==> src/rtl/dsi_pkg.sv <==
// Shared types, constants and the header ECC function for the DSI packet assembler.
package dsi_pkg;

  typedef enum logic [1:0] {
    StIdle,
    StHeader,
    StPayload,
    StCrcTail
  } dsi_state_e;

  localparam logic [5:0]  DT_DCS_SHORT_WR0 = 6'h05;
  localparam logic [5:0]  DT_DCS_LONG_WR   = 6'h39;
  localparam logic [15:0] CRC_INIT         = 16'hFFFF;
  localparam logic [15:0] CRC_POLY_REFL    = 16'h8408;

  // MIPI DSI 6-bit Hamming ECC over the 24 header bits.
  function automatic logic [5:0] dsi_ecc(input logic [23:0] d);
    logic [5:0] p;
    p[0] = d[0] ^ d[1] ^ d[2] ^ d[4] ^ d[5] ^ d[7] ^ d[10] ^ d[11] ^ d[13] ^ d[16] ^ d[20] ^
           d[21] ^ d[22] ^ d[23];
    p[1] = d[0] ^ d[1] ^ d[3] ^ d[4] ^ d[6] ^ d[8] ^ d[10] ^ d[12] ^ d[14] ^ d[17] ^ d[20] ^
           d[21] ^ d[22] ^ d[23];
    p[2] = d[0] ^ d[2] ^ d[3] ^ d[5] ^ d[6] ^ d[9] ^ d[11] ^ d[12] ^ d[15] ^ d[18] ^ d[20] ^
           d[21] ^ d[22];
    p[3] = d[1] ^ d[2] ^ d[3] ^ d[7] ^ d[8] ^ d[9] ^ d[13] ^ d[14] ^ d[15] ^ d[19] ^ d[20] ^
           d[21] ^ d[23];
    p[4] = d[4] ^ d[5] ^ d[6] ^ d[7] ^ d[8] ^ d[9] ^ d[16] ^ d[17] ^ d[18] ^ d[19] ^ d[20] ^
           d[22] ^ d[23];
    p[5] = d[10] ^ d[11] ^ d[12] ^ d[13] ^ d[14] ^ d[15] ^ d[16] ^ d[17] ^ d[18] ^ d[19] ^
           d[21] ^ d[22] ^ d[23];
    return p;
  endfunction

endpackage

==> src/rtl/dsi_crc16.sv <==
// Combinational CRC-16 (reflected 0x8408) step over up to four bytes, LSB first.
module dsi_crc16
  import dsi_pkg::*;
(
  input  logic [15:0] crc_in,
  input  logic [31:0] data,
  input  logic [3:0]  byte_en,
  output logic [15:0] crc_out
);

  logic [15:0] c;

  always_comb begin
    c = crc_in;
    for (int b = 0; b < 4; b++) begin
      if (byte_en[b]) begin
        for (int i = 0; i < 8; i++) begin
          c = (c[0] ^ data[8*b+i]) ? ((c >> 1) ^ CRC_POLY_REFL) : (c >> 1);
        end
      end
    end
    crc_out = c;
  end

endmodule

==> src/rtl/dsi_packet_assembler.sv <==
// Builds DSI short/long packets (header, payload pass-through, CRC tail) for a lanes controller.
module dsi_packet_assembler
  import dsi_pkg::*;
(
  input  logic        clk_sys,
  input  logic        rst,
  input  logic        pkt_valid,
  output logic        pkt_ready,
  input  logic        pkt_long,
  input  logic [1:0]  pkt_vc,
  input  logic [5:0]  pkt_data_type,
  input  logic [15:0] pkt_word_count,
  input  logic [31:0] pld_data,
  input  logic        pld_valid,
  output logic        pld_ready,
  output logic [31:0] iface_write_data,
  output logic [3:0]  iface_write_strb,
  output logic        iface_write_rqst,
  output logic        iface_last_word,
  input  logic        iface_data_rqst,
  output logic        busy,
  output logic        data_underflow
);

  dsi_state_e  state_q, state_d;
  logic        long_q;
  logic [1:0]  vc_q;
  logic [5:0]  dt_q;
  logic [15:0] wc_q;
  logic [15:0] remain_q;
  logic [15:0] crc_q;
  logic        tail_two_q;

  logic [15:0] crc_nx;
  logic        final_word;
  logic [2:0]  k;
  logic [3:0]  byte_mask;
  logic [3:0]  crc_en;
  logic [31:0] pld_masked;
  logic        pld_xfer;
  logic [23:0] hdr24;

  assign final_word = (remain_q <= 16'd4);
  assign k          = final_word ? remain_q[2:0] : 3'd4;
  assign pld_xfer   = (state_q == StPayload) && pld_valid && iface_data_rqst;
  assign hdr24      = {wc_q, vc_q, dt_q};
  assign crc_en     = (state_q == StPayload) ? byte_mask : 4'h0;

  always_comb begin
    case (k)
      3'd1:    byte_mask = 4'h1;
      3'd2:    byte_mask = 4'h3;
      3'd3:    byte_mask = 4'h7;
      default: byte_mask = 4'hF;
    endcase
  end

  // Bytes past the payload length in the last word are zeroed, never forwarded.
  always_comb begin
    for (int b = 0; b < 4; b++) begin
      pld_masked[8*b +: 8] = byte_mask[b] ? pld_data[8*b +: 8] : 8'h00;
    end
  end

  dsi_crc16 u_crc16 (
    .crc_in  (crc_q),
    .data    (pld_masked),
    .byte_en (crc_en),
    .crc_out (crc_nx)
  );

  always_ff @(posedge clk_sys or posedge rst) begin
    if (rst) begin
      state_q <= StIdle;
    end else begin
      state_q <= state_d;
    end
  end

  always_comb begin
    state_d = state_q;
    case (state_q)
      StIdle: begin
        if (pkt_valid) state_d = StHeader;
      end
      StHeader: begin
        if (iface_data_rqst) begin
          if (!long_q)            state_d = StIdle;
          else if (wc_q == 16'd0) state_d = StCrcTail;
          else                    state_d = StPayload;
        end
      end
      StPayload: begin
        if (pld_xfer && final_word) begin
          state_d = (k <= 3'd2) ? StIdle : StCrcTail;
        end
      end
      StCrcTail: begin
        if (iface_data_rqst) state_d = StIdle;
      end
      default: state_d = StIdle;
    endcase
  end

  always_comb begin
    pkt_ready        = 1'b0;
    pld_ready        = 1'b0;
    iface_write_data = 32'h0;
    iface_write_strb = 4'h0;
    iface_write_rqst = 1'b0;
    iface_last_word  = 1'b0;
    data_underflow   = 1'b0;
    busy             = (state_q != StIdle);
    case (state_q)
      StIdle: pkt_ready = 1'b1;
      StHeader: begin
        iface_write_rqst = 1'b1;
        iface_write_strb = 4'hF;
        iface_write_data = {2'b00, dsi_ecc(hdr24), hdr24};
        iface_last_word  = !long_q;
      end
      StPayload: begin
        pld_ready        = iface_data_rqst;
        iface_write_rqst = pld_valid;
        iface_write_data = pld_data;
        data_underflow   = iface_data_rqst && !pld_valid;
        if (pld_valid) begin
          iface_write_strb = 4'hF;
          if (final_word) begin
            case (k)
              3'd1: begin
                iface_write_data = {8'h00, crc_nx, pld_masked[7:0]};
                iface_write_strb = 4'h7;
                iface_last_word  = 1'b1;
              end
              3'd2: begin
                iface_write_data = {crc_nx, pld_masked[15:0]};
                iface_last_word  = 1'b1;
              end
              3'd3:    iface_write_data = {crc_nx[7:0], pld_masked[23:0]};
              default: iface_write_data = pld_masked;
            endcase
          end
        end
      end
      StCrcTail: begin
        iface_write_rqst = 1'b1;
        iface_last_word  = 1'b1;
        if (tail_two_q) begin
          iface_write_data = {16'h0, crc_q};
          iface_write_strb = 4'h3;
        end else begin
          iface_write_data = {24'h0, crc_q[15:8]};
          iface_write_strb = 4'h1;
        end
      end
      default: ;
    endcase
  end

  always_ff @(posedge clk_sys or posedge rst) begin
    if (rst) begin
      long_q     <= 1'b0;
      vc_q       <= 2'b0;
      dt_q       <= 6'b0;
      wc_q       <= 16'h0;
      remain_q   <= 16'h0;
      crc_q      <= CRC_INIT;
      tail_two_q <= 1'b0;
    end else begin
      case (state_q)
        StIdle: begin
          if (pkt_valid) begin
            long_q <= pkt_long;
            vc_q   <= pkt_vc;
            dt_q   <= pkt_data_type;
            wc_q   <= pkt_word_count;
          end
        end
        StHeader: begin
          crc_q <= CRC_INIT;
          if (iface_data_rqst) begin
            remain_q   <= long_q ? wc_q : 16'h0;
            tail_two_q <= 1'b1;
          end
        end
        StPayload: begin
          if (pld_xfer) begin
            remain_q   <= remain_q - {13'b0, k};
            crc_q      <= crc_nx;
            tail_two_q <= (k == 3'd4);
          end
        end
        default: ;
      endcase
    end
  end

endmodule

==> config.mk <==
export PLATFORM = sky130hd
export DESIGN_NAME = dsi_packet_assembler
export DESIGN_NICKNAME = d
export VERILOG_FILES = /design/src/rtl/dsi_pkg.sv /design/src/rtl/dsi_crc16.sv /design/src/rtl/dsi_packet_assembler.sv
export SDC_FILE = /design/constraint.sdc
export NUM_CORES = 1
export LEC_CHECK = 0
export ABC_AREA = 1
export CAP_MARGIN = 20
export CORE_AREA = 2 2 116 118
export DETAILED_ROUTE_END_ITERATION = 10
export DIE_AREA = 0 0 118 120
export GPL_ROUTABILITY_DRIVEN = 0
export PLACE_DENSITY = 0.88
export SETUP_SLACK_MARGIN = 0.2
export SLEW_MARGIN = 20
export SYNTH_ARGS = -nofsm -noshare
export SYNTH_HDL_FRONTEND = slang
export SYNTH_SLANG_ARGS = --single-unit
==> constraint.sdc <==
create_clock -name clk_sys -period 6.9 [get_ports clk_sys]
set_input_delay 1.38 -clock clk_sys [delete_from_list [all_inputs] [get_ports clk_sys]]
set_output_delay 1.38 -clock clk_sys [all_outputs]
set_load 0.005 [all_outputs]
# --- Yosys cells after proc, flatten, opt, wreduce, memory -nomap -nowiden ---
# Cells that the tools add are included.
totals:
  ff_bits: 60
  latchBits: 0
  ramBits: 0
  rom_bits: 0
  in_bits: 62
  out_inout_bits: 42
  word_cells: 254
  memories: 0
op_classes:
  n_addsub: 1
  mul: 0
  div: 0
  magnitude_cmp: 2
  n_eq_ne: 12
  shifts: 0
  mux: 78
  bitwise_logic: 137
  reduce_logical: 16
op_table:
  columns: ["operator", "n"]
  rows:
  - ["2-to-1 mux 16 bit", 41]
  - ["case mux 32 bit (3 select lines)", 2]
  - ["bitwise XOR 1 bit", 105]
  - ["inverter 2 -> 3 bit", 32]
  - ["2-to-1 mux 32 bit", 2]
  - ["case mux 16 bit (2 select lines)", 2]
  - ["2-to-1 mux 8 bit", 4]
  - ["case mux 4 bit (3 select lines)", 2]
  - ["<= comparator 16 x 3 -> 1 bit (second input constant)", 1]
  - ["zero test 16 bit", 1]
  - ["2-to-1 mux 4 bit", 4]
  - ["subtractor 16 x 3 -> 16 bit", 1]
  - ["2-to-1 mux 2 bit", 7]
  - ["2-to-1 mux 1 bit", 9]
  - ["!= test 2 bit (second input constant)", 4]
  - ["case mux 2 bit (4 select lines)", 1]
  - ["== test 3 x 2 -> 1 bit (second input constant)", 2]
  - ["== test 2 bit (second input constant)", 2]
  - ["logical AND 1 bit", 4]
  - ["case mux 1 bit (2 select lines)", 2]
  - ["AND reduction 2 bit", 2]
  - ["AND reduction 4 bit", 1]
  - ["nonzero test 2 bit", 2]
  - ["OR reduction 2 bit", 2]
  - ["10 further kinds", 11]

# --- Logic depth before layout (Yosys ltp) ---
logic_depth:
  depth_word: 77
  mapped_depth: 35
  ltp_nobuf: 35

# --- Hierarchy ---
# From an unflattened synthesis, not the netlist that was laid out.
unflattened:
  hier_cells: 1248
  area_unflattened_um2: 7691.1
by_module_without_submodules:
  columns: ["module", "n_inst", "cells_per_inst", "area_each_um2", "seq_area_each_um2"]
  rows:
  - ["dsi_packet_assembler", 1, 716, 4899.7, 1521.5]
  - ["dsi_crc16", 1, 532, 2791.4, 0.0]

# --- Worst setup path before layout ---
# OpenSTA, ideal clock, no wires.
synth_path:
  path_kind: "input -> output"
  start: "input port pld_data[0]"
  end: "output port iface_write_data[15]"
  t_arrival_ps: 3635
  required_time_ps: 5520
  setup_slack_ps: 1885
  cell_stages: 28
  n_path_buf: 0
  cell_sequence: "inv_1 nand2_1 nand2_1 nand2_1 nand2_1 nand2_1 nand2_1 nand2_1 nand2_1 nand2_1 nand2_1 nand2_1 nand2_1 nand2_1 nand2_1 nand2_1 nand3_1 nand3_1 nand3_2 nand2_1 nand2_1 nand2_1 nand2_2 nand3_2 o21ai_2 nand2_1 a21o_1 nand3_1"
synth_via:
  elab_chain_len: 49
  word_cells_on_any_way: 66
  cone_classes: "41 x mux; 25 x bitwise"
synth_rtl:
  columns: ["item", "line", "source"]
  rows:
  - ["start: declaration", "dsi_packet_assembler.sv:13", "input logic [31:0] pld_data,"]
  - ["2-to-1 mux 8 bit (*)", "dsi_packet_assembler.sv:61", "pld_masked[8*b +: 8] = byte_mask[b] ? pld_data[8*b +: 8] : 8'h00;"]
  - ["bitwise XOR 1 bit (*)", "dsi_crc16.sv:18", "c = (c[0] ^ data[8*b+i]) ? ((c >> 1) ^ CRC_POLY_REFL) : (c >> 1);"]
  - ["2-to-1 mux 16 bit (*) (4 in series)", "dsi_crc16.sv:18", null]
  - ["bitwise XOR 1 bit", "dsi_crc16.sv:18", null]
  - ["2-to-1 mux 16 bit (*) (4 in series)", "dsi_crc16.sv:18", null]
  - ["2-to-1 mux 16 bit (*)", "dsi_crc16.sv:16", "if (byte_en[b]) begin"]
  - ["bitwise XOR 1 bit", "dsi_crc16.sv:18", null]
  - ["2-to-1 mux 16 bit (4 in series)", "dsi_crc16.sv:18", null]
  - ["(+18 left out)", null, null]
  - ["2-to-1 mux 16 bit (4 in series)", "dsi_crc16.sv:18", null]
  - ["bitwise XOR 1 bit", "dsi_crc16.sv:18", null]
  - ["2-to-1 mux 16 bit (4 in series)", "dsi_crc16.sv:18", null]
  - ["2-to-1 mux 16 bit (*)", "dsi_crc16.sv:16", null]
  - ["case mux 32 bit (3 select lines) (*)", "dsi_packet_assembler.sv:130", "case (k)"]
  - ["2-to-1 mux 32 bit (*)", "dsi_packet_assembler.sv:129", "if (final_word) begin"]
  - ["2-to-1 mux 32 bit (*)", "dsi_packet_assembler.sv:127", "if (pld_valid) begin"]
  - ["case mux 32 bit (3 select lines) (*)", "dsi_packet_assembler.sv:114", "case (state_q)"]
  - ["end: declaration", "dsi_packet_assembler.sv:16", "output logic [31:0] iface_write_data,"]
# Mark *: on every way between the ends. The rest lies on a longest branch, timed or not.

# --- Final worst setup path ---
layout_path:
  start: "input port pld_data[1]"
  end: "output port iface_write_data[19]"
layout_via:
  elab_chain_len: 47
  word_cells_on_any_way: 59
  cone_classes: "40 x mux; 19 x bitwise"
layout_rtl:
  columns: ["item", "line"]
  rows:
  - ["2-to-1 mux 8 bit (*)", "dsi_packet_assembler.sv:61"]
  - ["bitwise XOR 1 bit (*)", "dsi_crc16.sv:18"]
  - ["2-to-1 mux 16 bit (*) (4 in series)", "dsi_crc16.sv:18"]
  - ["bitwise XOR 1 bit or 2-to-1 mux 16 bit (tied branches)", "dsi_crc16.sv:18"]
  - ["2-to-1 mux 16 bit (*) (3 in series)", "dsi_crc16.sv:18"]
  - ["2-to-1 mux 16 bit (*)", "dsi_crc16.sv:16"]
  - ["2-to-1 mux 16 bit", "dsi_crc16.sv:18"]
  - ["bitwise XOR 1 bit or 2-to-1 mux 16 bit (tied branches)", "dsi_crc16.sv:18"]
  - ["(+23 left out)", null]
  - ["2-to-1 mux 16 bit (4 in series)", "dsi_crc16.sv:18"]
  - ["inverter 2 -> 3 bit (no source line) or bitwise XOR 1 bit (tied branches)", null]
  - ["2-to-1 mux 16 bit", "dsi_crc16.sv:18"]
  - ["2-to-1 mux 16 bit (*)", "dsi_crc16.sv:16"]
  - ["case mux 32 bit (3 select lines) (*)", "dsi_packet_assembler.sv:130"]
  - ["2-to-1 mux 32 bit (*)", "dsi_packet_assembler.sv:129"]
  - ["2-to-1 mux 32 bit (*)", "dsi_packet_assembler.sv:127"]
  - ["case mux 32 bit (3 select lines) (*)", "dsi_packet_assembler.sv:114"]
# Marked as above.

==> flow_summary.ini <==
[status]
status = finished clean

[layout]
final_cells = 1507
num_antenna_cells = 0
fillers = 1084
syn_to_final_growth_pct = 24.54
nNetsFinal = 1390
layout-drive-gt1-share = 0.1458

[setup_path]
cpMaxStageDelayCell = clkdlybuf4s50_1
critPathArrivalTime_ns = 5.14
crit_path_start = pld_data[1]
worstRegToRegCells = 33
end_kind = output pin
reg2reg_from = state_q[0]
criticalPathCategory = in2out
start_kind = input port
max_stage_delay_ns = 0.51
crit_end = iface_write_data[19]
reg2reg_to = crc_q[0]
path_common_cell = nand2_1
r2r_slack_ns = 2.79
crit_required_ns = 5.52
path_max_fanout = 4

[global_routing]
grt_pass1_vias = 8089
antenna_found_initial = 0
grt_pass1_wl_um = 41570
grt_start_max_net_pins = 61
track_usage = 0.3669
grt_overflow = 0

[clock_network]
path_clk_slew_ns = 0.06
ctsHoldBuffers = 0
clockRootBuffer = clkbuf_16
htree_levels = 3
cts_buffers = 9
clk_latency_ns = 0.34
cts.path.max_buffers = 2
cts_sinks = 60
cts_tree = done

[floorplanning]
rows = 42
die_area_um2 = 14160
core_area_um2 = 12980
num_io_pins = 104
fp.dieW_um = 118
initial_core_util = 0.5589
die_y_um = 120

[placement]
dp.cells = 1484
io_buffers = 103
dp_hpwl_um = 20110

[yosys]
yosysSeqAreaShare = 0.2097
synth_edf_count = 0
yosysMostFrequentCell = nand2_1
synthesis.area_um2 = 7254
ys_types = 47
yosysWarningCount = 0
netlist_top_cells_area = nand2_1, dfrtp_1, nand3_1, inv_1, dfstp_2
syn-instance-count = 1234
yosysTopAreaCell = nand2_1
synth_common_cells = nand2_1, nand3_1, inv_1, nor2_1, a21oi_1
avgSynthCellArea_um2 = 5.879
synth_ff_type = dfrtp_1
yosys.area.top_type_share = 0.1982
synth-seq-cells = 60
synthesis.nets = 1298
ys_async_sr_fraction = 1.000

[timing]
rsz0062_at_grt = false
hold-worst-slack_ns = 0.5346
period_needed_ns = 6.521
slew_violations = 0
finalSetupTns_ns = 0
hold_viol_final = 0
relSlewSlack = 0.3788
finalCritPeriodShare = 0.9450
finClkSkew_ns = 0.007473
setup_viol = 0
max_freq_mhz = 153.4
tightest_slew_ns = 0.9283

[run]
drv_cap = 0

[power]
leakagePower_uw = 0.004543
ir_drop_mv = 0.5344
cellPowerDensity_nw_per_um2 = 637.1

[drt]
final_antenna_net_count = 0
dr_total_vias = 9191
drt-total-wl_um = 27090
via_per_inst = 6.099
drc_errors = 0
wl_per_cell_um = 17.98
dr.pass1.iters = 9
drt_iter0_drc = 1529

[min_path]
hold_class = reg2reg
## flip-flops by register name, indices dropped and copies added (netlist names)
register and count:
long_q 1, remain_q 16, state_q 2, crc_q 16, vc_q 2, dt_q 6, wc_q 16, tail_two_q 1
## metal layers
| layer | GRT usage | vias to the layer above | routed length [µm] |
|---|---|---|---|
| met5 | 0 | - | 0 |
| met4 | 0.1837 | 0 | 1762 |
| met3 | 0.08983 | 174 | 3825 |
| met2 | 0.5640 | 764 | 11440 |
| met1 | 0.4810 | 4084 | 10070 |
| li1 | - | 4169 | - |
## worst max-delay path, delay by kind of cell
kind                   cells  cell delay (ns)
buffers and inverters      6             0.98
AND/OR/NAND/NOR           30             2.79
## cell families (layout without fill, tap and decap cells)
logic type | after synthesis | after routing | share of synthesized area
buffers and inverters | 200 | 297 | 0.1069
other | 1 | 1 | 0.0005169
muxes | 12 | 12 | 0.01863
and+or+nand+nor | 696 | 696 | 0.4270
xor gates and xnor gates | 69 | 69 | 0.08330
DFF | 60 | 60 | 0.2097
AOI/OAI and AO/OA | 194 | 194 | 0.1504
adders and majority gates | 2 | 2 | 0.003449
## stage by stage
stage / cell area, µm² / util / worst slack [ns] / total power (µW)
floorplan: 7254 / - / 1.885 / 3548
global placement: 8417 / 0.6484 / 0.3041 / 4678
detailed placement: 8417 / 0.6484 / 0.2178 / 4780
CTS: 8717 / 0.6716 / 0.1539 / 5292
global route: 9035 / 0.6961 / 0.1895 / 6128
finish: 9035 / 0.6961 / 0.3794 / 5756
## power breakdown
part / switching, µW / internal (µW) / leakage, µW / total, µW
combinational: 2800 / 1710 / 0.00373 / 4510
clock: 179 / 280 / 0.000138 / 459
sequential: 268 / 517 / 0.000672 / 785
total: 3250 / 2510 / 0.00454 / 5760
## repair_timing
action	CTS	global route
pin swaps	0	17
setup buffers	0	7
setup endpoints to repair	3	24
gates resized for setup	0	77
## area by class of cell
cell class	count	area (µm²)	share of cell area
repair buffers	122	1204	0.1332
inverters	159	596.8	0.06606
clock inverters	7	75.07	0.008309
well taps	176	220.2	0.02437
flip-flops and latches	60	1521	0.1684
multi-input cells	974	5192	0.5747
clock buffers	9	225.2	0.02493
## cells in the final DEF (no fill, tap or decap), types with 7 or more instances in the layout
cell | netlist | layout
a21oi_1 | 76 | 76
inv_2 | 13 | 15
nand3_1 | 149 | 136
buf_4 | 2 | 19
inv_1 | 143 | 141
nand2_2 | 28 | 57
dfstp_2 | 16 | 16
dlymetal6s2s_1 | 0 | 12
a22oi_1 | 11 | 11
nand4_1 | 7 | 7
o21ai_1 | 14 | 12
xor2_1 | 31 | 30
mux2_2 | 12 | 12
o211ai_1 | 13 | 13
dfrtp_1 | 44 | 44
nand2_4 | 3 | 9
nand3_2 | 13 | 25
clkdlybuf4s50_1 | 0 | 91
nand2_1 | 383 | 348
xnor2_1 | 38 | 37
clkbuf_16 | 0 | 9
nor2_1 | 87 | 86
o21ai_0 | 57 | 56
## worst min-delay path by stage
stage,to,slack [ns],cells past startpoint,from
after floorplan,remain_q[4],0.47,2,remain_q[4]
after global placement,remain_q[4],0.49,2,remain_q[4]
after detailed placement,remain_q[4],0.50,2,remain_q[4]
after CTS,remain_q[4],0.53,2,remain_q[4]
after global routing,remain_q[4],0.56,2,remain_q[4]
final,remain_q[4],0.53,2,remain_q[4]
No activity file was read; power rests on OpenSTA's default activity.
